<file path="config.mk">
export PLATFORM = sky130hd
export DESIGN_NAME = prog_host
export DESIGN_NICKNAME = d
export VERILOG_FILES = /design/src/rtl/prog_pkg.sv /design/src/rtl/prog_host.sv
export SDC_FILE = /design/constraint.sdc
export NUM_CORES = 1
export LEC_CHECK = 0
export ABC_AREA = 1
export CAP_MARGIN = 0
export CORE_AREA = 2 2 86 88
export CTS_CLUSTER_SIZE = 20
export DETAILED_ROUTE_END_ITERATION = 8
export DIE_AREA = 0 0 88 90
export GPL_TIMING_DRIVEN = 0
export HOLD_SLACK_MARGIN = 0.05
export PLACE_DENSITY = 0.84
export SLEW_MARGIN = 20
export SYNTH_ARGS = -nofsm -noshare
export SYNTH_HDL_FRONTEND = slang
export SYNTH_SLANG_ARGS = --single-unit
</file>
<file path="constraint.sdc">
create_clock -name clk -period 5.4 [get_ports clk]
set_clock_uncertainty 0.1 [all_clocks]
set_input_delay 1.35 -clock clk [delete_from_list [all_inputs] [get_ports clk]]
set_output_delay 1.35 -clock clk [all_outputs]
set_load 0.01 [all_outputs]
</file>
<file path="src/rtl/prog_pkg.sv">
`default_nettype none
// ============================================================================
// prog_pkg
//   Shared state encoding and default constants for the program host.
//   Revision: 1.0
// ============================================================================
package prog_pkg;

    typedef enum logic [2:0] {
        IDLE  = 3'd0,
        RESET = 3'd1,
        RUN   = 3'd2,
        READ  = 3'd3,
        SEND  = 3'd4,
        DONE  = 3'd5
    } host_state_e;

    localparam int unsigned c_RST_CYCLES = 4;
    localparam int unsigned c_TIMEOUT    = 1 << 20;
    localparam int unsigned c_CNT_W      = 24;
    localparam int unsigned c_AW         = 8;
    localparam int unsigned c_DW         = 8;
    localparam int unsigned c_RD_BASE    = 0;
    localparam int unsigned c_RD_LEN     = 8;

endpackage : prog_pkg
`default_nettype wire

</file>
<file path="src/rtl/prog_host.sv">
`default_nettype none
// ============================================================================
// prog_host
//   Runs the core through reset/ack, then streams RD_LEN result bytes out.
//   Revision: 1.0
// ============================================================================
module prog_host
    import prog_pkg::*;
#(
    parameter int unsigned RST_CYCLES = c_RST_CYCLES,
    parameter int unsigned TIMEOUT    = c_TIMEOUT,
    parameter int unsigned CNT_W      = c_CNT_W,
    parameter int unsigned AW         = c_AW,
    parameter int unsigned DW         = c_DW,
    parameter int unsigned RD_BASE    = c_RD_BASE,
    parameter int unsigned RD_LEN     = c_RD_LEN
) (
    input  logic             clk,
    input  logic             reset,
    input  logic             start,
    output logic             busy,
    output logic             done,
    output logic             timed_out,
    output logic             dut_reset,
    input  logic             dut_ack,
    output logic [CNT_W-1:0] cycle_count,
    output logic             mem_rd_en,
    output logic [AW-1:0]    mem_rd_addr,
    input  logic [DW-1:0]    mem_rd_data,
    output logic             res_valid,
    input  logic             res_ready,
    output logic [DW-1:0]    res_data,
    output logic [AW-1:0]    res_addr,
    output logic             res_last
);

    localparam int unsigned   c_RCW       = $clog2(RST_CYCLES) + 1;
    localparam logic [c_RCW-1:0] c_RST_LAST = c_RCW'(RST_CYCLES - 1);
    localparam logic [CNT_W-1:0] c_TO_LAST  = CNT_W'(TIMEOUT - 1);
    localparam logic [AW-1:0]    c_BASE     = AW'(RD_BASE);
    localparam logic [AW-1:0]    c_LAST_IDX = AW'(RD_LEN - 1);

    host_state_e      r_state;
    logic [c_RCW-1:0] r_rst_cnt;
    logic [AW-1:0]    r_idx;
    logic [CNT_W-1:0] r_cycle_count;
    logic             r_timed_out;
    logic             r_dut_reset;
    logic             r_busy;
    logic             r_done;
    logic             r_mem_rd_en;
    logic [AW-1:0]    r_mem_rd_addr;
    logic             r_res_valid;
    logic [DW-1:0]    r_res_data;
    logic [AW-1:0]    r_res_addr;
    logic             r_res_last;

    always_ff @(posedge clk) begin
        if (!reset) begin
            r_state       <= IDLE;
            r_rst_cnt     <= '0;
            r_idx         <= '0;
            r_cycle_count <= '0;
            r_timed_out   <= 1'b0;
            r_dut_reset   <= 1'b1;
            r_busy        <= 1'b0;
            r_done        <= 1'b0;
            r_mem_rd_en   <= 1'b0;
            r_mem_rd_addr <= '0;
            r_res_valid   <= 1'b0;
            r_res_data    <= '0;
            r_res_addr    <= '0;
            r_res_last    <= 1'b0;
        end else begin
            case (r_state)
                IDLE, DONE: begin
                    if (start) begin
                        r_state       <= RESET;
                        r_rst_cnt     <= '0;
                        r_idx         <= '0;
                        r_cycle_count <= '0;
                        r_timed_out   <= 1'b0;
                        r_dut_reset   <= 1'b1;
                        r_busy        <= 1'b1;
                        r_done        <= 1'b0;
                    end
                end
                RESET: begin
                    if (r_rst_cnt == c_RST_LAST) begin
                        r_state     <= RUN;
                        r_dut_reset <= 1'b0;
                    end else begin
                        r_rst_cnt <= r_rst_cnt + 1'b1;
                    end
                end
                RUN: begin
                    // A zero count marks the first RUN cycle, where ack may be stale.
                    if (dut_ack && (r_cycle_count != '0)) begin
                        r_state       <= READ;
                        r_mem_rd_en   <= 1'b1;
                        r_mem_rd_addr <= c_BASE + r_idx;
                    end else begin
                        if (r_cycle_count != '1) begin
                            r_cycle_count <= r_cycle_count + 1'b1;
                        end
                        if (r_cycle_count == c_TO_LAST) begin
                            r_state     <= DONE;
                            r_timed_out <= 1'b1;
                            r_busy      <= 1'b0;
                            r_done      <= 1'b1;
                        end
                    end
                end
                READ: begin
                    r_state       <= SEND;
                    r_res_data    <= mem_rd_data;
                    r_res_addr    <= r_mem_rd_addr;
                    r_res_last    <= (r_idx == c_LAST_IDX);
                    r_res_valid   <= 1'b1;
                    r_mem_rd_en   <= 1'b0;
                    r_mem_rd_addr <= '0;
                end
                SEND: begin
                    if (res_ready) begin
                        r_res_valid <= 1'b0;
                        if (r_res_last) begin
                            r_state <= DONE;
                            r_busy  <= 1'b0;
                            r_done  <= 1'b1;
                        end else begin
                            r_state       <= READ;
                            r_idx         <= r_idx + 1'b1;
                            r_mem_rd_en   <= 1'b1;
                            r_mem_rd_addr <= c_BASE + r_idx + AW'(1);
                        end
                    end
                end
                default: begin
                    r_state <= IDLE;
                end
            endcase
        end
    end

    assign busy        = r_busy;
    assign done        = r_done;
    assign timed_out   = r_timed_out;
    assign dut_reset   = r_dut_reset;
    assign cycle_count = r_cycle_count;
    assign mem_rd_en   = r_mem_rd_en;
    assign mem_rd_addr = r_mem_rd_addr;
    assign res_valid   = r_res_valid;
    assign res_data    = r_res_data;
    assign res_addr    = r_res_addr;
    assign res_last    = r_res_last;

endmodule : prog_host
`default_nettype wire
</file>
* Yosys cells after proc, flatten, opt, wreduce, memory -nomap -nowiden
Cells that the tools add are included.
** Storage, ports and cells
- Register bits :: 69
- Bits in latches :: 0
- RAM bits :: 0
- Memory bits (read-only) :: 0
- Input bits :: 13
- Output and inout bits :: 55
- Word-level logic and storage cells :: 97
- Memories :: 0
** Cells by class
- $add $sub $neg :: 3
- Multipliers :: 0
- Div/mod/pow operators :: 0
- $lt $le $gt $ge :: 0
- Eq/ne operators :: 20
- Shift-type cells :: 0
- Muxes and demuxes :: 41
- Bitwise logic cells :: 0
- Reductions and logical operators :: 19
** Operator list (count)
- 24-bit two-way mux :: 3
- 24-bit case mux with 2 select lines :: 1
- 8-bit two-way mux :: 4
- 24-bit by 1-bit adder with 24-bit output (second input constant) :: 1
- 24-bit by 20-bit equality test with 1-bit output (second input constant) :: 1
- 3-bit two-way mux :: 8
- 24-bit inequality test (second input constant) :: 1
- 8-bit case mux with 3 select lines :: 1
- 24-bit nonzero test :: 1
- 2-bit inequality test (second input constant) :: 10
- 4-bit AND reduction :: 5
- 8-bit case mux with 2 select lines :: 1
- 1-bit two-way mux :: 15
- 3-bit case mux with 5 select lines :: 1
- 3-bit by 2-bit equality test with 1-bit output (second input constant) :: 3
- 1-bit case mux with 3 select lines :: 3
- 8-bit by 1-bit adder with 8-bit output (second input constant) :: 1
- 8-bit by 3-bit equality test with 1-bit output (second input constant) :: 1
- 2-bit nonzero test :: 4
- 3-bit equality test (second input constant) :: 2
- 1-bit case mux with 2 select lines :: 3
- 3-bit case mux with 2 select lines :: 1
- 3-bit AND reduction :: 2
- 6-bit AND reduction :: 1
- other kinds (8) :: 9

* Depth between registers and ports, before layout
- Depth after elaboration :: 4
- Mapped depth :: 13

* Least setup slack after synthesis
Ideal clock, no wire load.
- Path type :: input port to flip-flop
- Start point :: input start
- End point :: register r_cycle_count[13], in the netlist cycle_count[13]
- Library setup time :: 0.071 ns
- Data arrival time :: 2.212 ns
- Required time :: 5.229 ns
- Setup slack :: 3.016 ns
- Stages :: 8
- Path buffers :: 2
- Cells stage by stage :: inv_1 -> nand4_1 -> buf_4 -> nand2_1 -> nor2_2 -> buf_4 -> nand2_1 -> a21oi_2
** Between the ends
- Cells in the longest elaborated chain, start to end :: 2
** Ends and longest elaborated chain
- start: declaration :: line prog_host.sv:20 : input logic start,
- 2-bit inequality test (no source line)
- 4-bit AND reduction (no source line)
- end signal: assignment :: line prog_host.sv:104 : r_cycle_count <= r_cycle_count + 1'b1;
- end: declaration :: line prog_host.sv:46 : logic [CNT_W-1:0] r_cycle_count;
Every way passes these cells.
A chain may end at the register's enable or synchronous reset.

* Worst setup path in the final report
- Start point :: register r_cycle_count[7], in the netlist cycle_count[7]
- End point :: output cycle_count[7]
** RTL lines
- end: declaration :: line prog_host.sv:26 : output logic [CNT_W-1:0] cycle_count,
No word-level cell between the ends.

==> results.yml <==
clock_tree:
  insertion_delay_ns: 0.35
  root_buffer: "clkbuf_8"
  clockBufferDepth: 2
  post_cts_buffers: 0
  ctsHtreeMaxLevel: 3
  clock_sinks: 69
  ctsResizeCount: 0
  clk_pin_slew_worst_paths_ns: 0.08
  cts_made_buffers: 9
  cts_tree: "done"
  hold_buffers: 0
timing:
  hold_violations: 0
  setup_tns_ns: 0
  fin_crit_sh: 0.539
  rsz0062_at_grt: "false"
  max_clock_freq_mhz: 344
  final-setup-viol-count: 0
  worst_pin_slew_ns: 0.741
  hold_slack_ns: 0.352
  slew_headroom: 0.506
  min_period_ns: 2.91
  layout_setup_ws_ns: 2.49
  final_max_slew_viol_count: 0
logic_synthesis:
  synth_cell_types: 32
  ys.flop_type: "dfxtp_1"
  synth_edf_count: 0
  yosysWarnings: 0
  synth.cell_area_mm2: 0.00390
  synth-seq-cells: 69
  avgSynthCellArea_um2: 6.56
  netlist_instances: 595
  seq_area_frac_synth: 0.354
  synthArstFlopShare: 0
  synthesis.nets: 613
placed_design:
  dp_slack_ns: 2.28
  dpl_cell_area_mm2: 0.00469
  port_buffers: 66
  dp_hpwl_mm: 8.19
  place.gp.congestion: 0.929
critical_path:
  cp_max_fo: 7
  crit_path_max_incr_delay_ns: 0.60
  crit_family: "buffers and inverters"
  critical_path.startpoint: "cycle_count[7]"
  r2r_slack_ns: 3.12
  path_cells: "clkdlybuf4s50_1"
  r2r_end: "cycle_count[6]"
  cp.required_ns: 3.95
  end_kind: "primary output"
  path_buf_inv: 1
  rr_worst_depth: 12
  rr_startpoint: "cycle_count[0]"
  slowest_stage: "clkdlybuf4s50_1"
  startpoint_type: "register"
  critPathArrivalTime_ns: 1.46
  critPathKind: "reg -> out"
min_path:
  min_path_type: "reg -> reg"
  worstHoldEndpoint: "timed_out"
  worstHoldStart: "timed_out"
  min_path_cells: 2
power_and_ir_drop:
  p_per_area_mw_per_mm2: 519
  leakage_nw: 1.81
  ir_drop_mv: 0.295
  power_mw: 2.53
final_layout:
  final_cell_mix: "131 x nor2_1, 124 x nand2_1, 69 x dfxtp_1, 66 x clkdlybuf4s50_1"
  design_area_mm2: 0.00486
  final_net_count: 690
  layout_commonest_cell: "nor2_1"
  area_delta_synth_final_pct: 24.6
  drive_gt1_frac: 0.109
  diodes: 0
grt:
  grt_max_degree: 14
  grt.total_usage: 0.289
  antenna_found_initial: 0
  grt_overflow: 0
  grt_pass1_vias: 3896
  grt_first_pass_wirelength_mm: 18.2
routing:
  route.detailed.drc: 0
  detail-route-antenna-nets: 0
  num_vias: 4147
  first_pass_iters: 4
  via_per_inst: 5.34
  drt_first_iter_violations: 213
  wl_mm: 10.8
  avgRoutedWirePerCell_um: 13.9
die:
  start_util: 0.556
  die_w_um: 88
  design.portCount: 68
  fp-row-count: 31
  coreArea_mm2: 0.00702
  die_h_um: 90
  dieArea_mm2: 0.00792
status:
  status: "complete, no violations"
flow_run:
  drv_cap: 0
==> cell type report <==
cell class / instances / area (µm²)
Multi-Input combinational cell: 457 / 2220
Fill cell: 636 / 2160
Sequential cell: 69 / 1380
Timing Repair Buffer: 66 / 661
Inverter: 50 / 188
Clock buffer: 9 / 124
Tap cell: 99 / 124
Buffer: 19 / 113
Clock inverter: 7 / 50.0
==> metal layers <==
layer | wire length, µm | global-route usage | up-vias
li1 | - | - | 2075
met1 | 4580 | 0.371 | 1916
met2 | 5300 | 0.470 | 124
met3 | 515 | 0.0367 | 32
met4 | 388 | 0.140 | 0
met5 | 0 | 0 | -
==> flip-flops by register name (all words and copies together) (netlist names) <==
| name | flops |
|---|---|
| dut_reset | 1 |
| res_last | 1 |
| busy | 1 |
| res_valid | 1 |
| r_rst_cnt | 3 |
| done | 1 |
| mem_rd_en | 1 |
| r_state | 3 |
| cycle_count | 24 |
| r_idx | 8 |
| res_addr | 8 |
| timed_out | 1 |
| res_data | 8 |
| mem_rd_addr | 8 |
==> per-stage QoR <==
stage | instances | utilization
floorplan | 595 | -
finish | 776 | 0.692
detailed placement | 760 | 0.668
CTS | 776 | 0.692
global placement | 760 | 0.668
global route | 776 | 0.692
==> worst reg2reg max path, delay by kind of cell, from the launching register on <==
| family | cells | cell delay, ns |
|---|---|---|
| AO/OA/AOI/OAI | 1 | 0.12 |
| adder cells (fa/ha/maj) | 1 | 0.28 |
| buffers and inverters | 1 | 0.18 |
| flip-flops | 1 | 0.47 |
| AND/OR/NAND/NOR | 9 | 1.06 |
==> cell families (layout without fill, tap and decap cells) <==
kind of cell,after synthesis,count (layout),share of synthesized area
AOI/OAI and AO/OA,96,96,0.139
xor gates and xnor gates,8,8,0.0180
adders and majority gates,5,5,0.0160
buffers and inverters,69,151,0.0769
DFF,69,69,0.354
and+or+nand+nor,348,348,0.396
==> synth_stat cells (5+ instances only) <==
| cell type | number | share of area |
|---|---|---|
| a21oi_1 | 32 | 0.041 |
| a21oi_2 | 12 | 0.027 |
| clkbuf_1 | 10 | 0.0096 |
| dfxtp_1 | 69 | 0.35 |
| ha_1 | 5 | 0.016 |
| inv_1 | 47 | 0.045 |
| nand2_1 | 124 | 0.12 |
| nand2_2 | 21 | 0.034 |
| nand3_1 | 40 | 0.051 |
| nand4_1 | 11 | 0.018 |
| nor2_1 | 131 | 0.13 |
| nor3_1 | 7 | 0.0090 |
| o21ai_0 | 47 | 0.060 |
==> worst max path at each step <==
stage,to,depth (start not counted)
floorplan,cycle_count[13],8
detailed placement,cycle_count[16],9
global route,cycle_count[21],1
global placement,cycle_count[20],9
CTS,cycle_count[10],1
finish,cycle_count[7],1
==> power breakdown <==
group | internal (mW) | switching [mW] | total (mW)
clock network | 0.167 | 0.222 | 0.389
registers | 0.649 | 0.150 | 0.799
logic | 0.530 | 0.807 | 1.34
(Power assumes the default switching activity.)
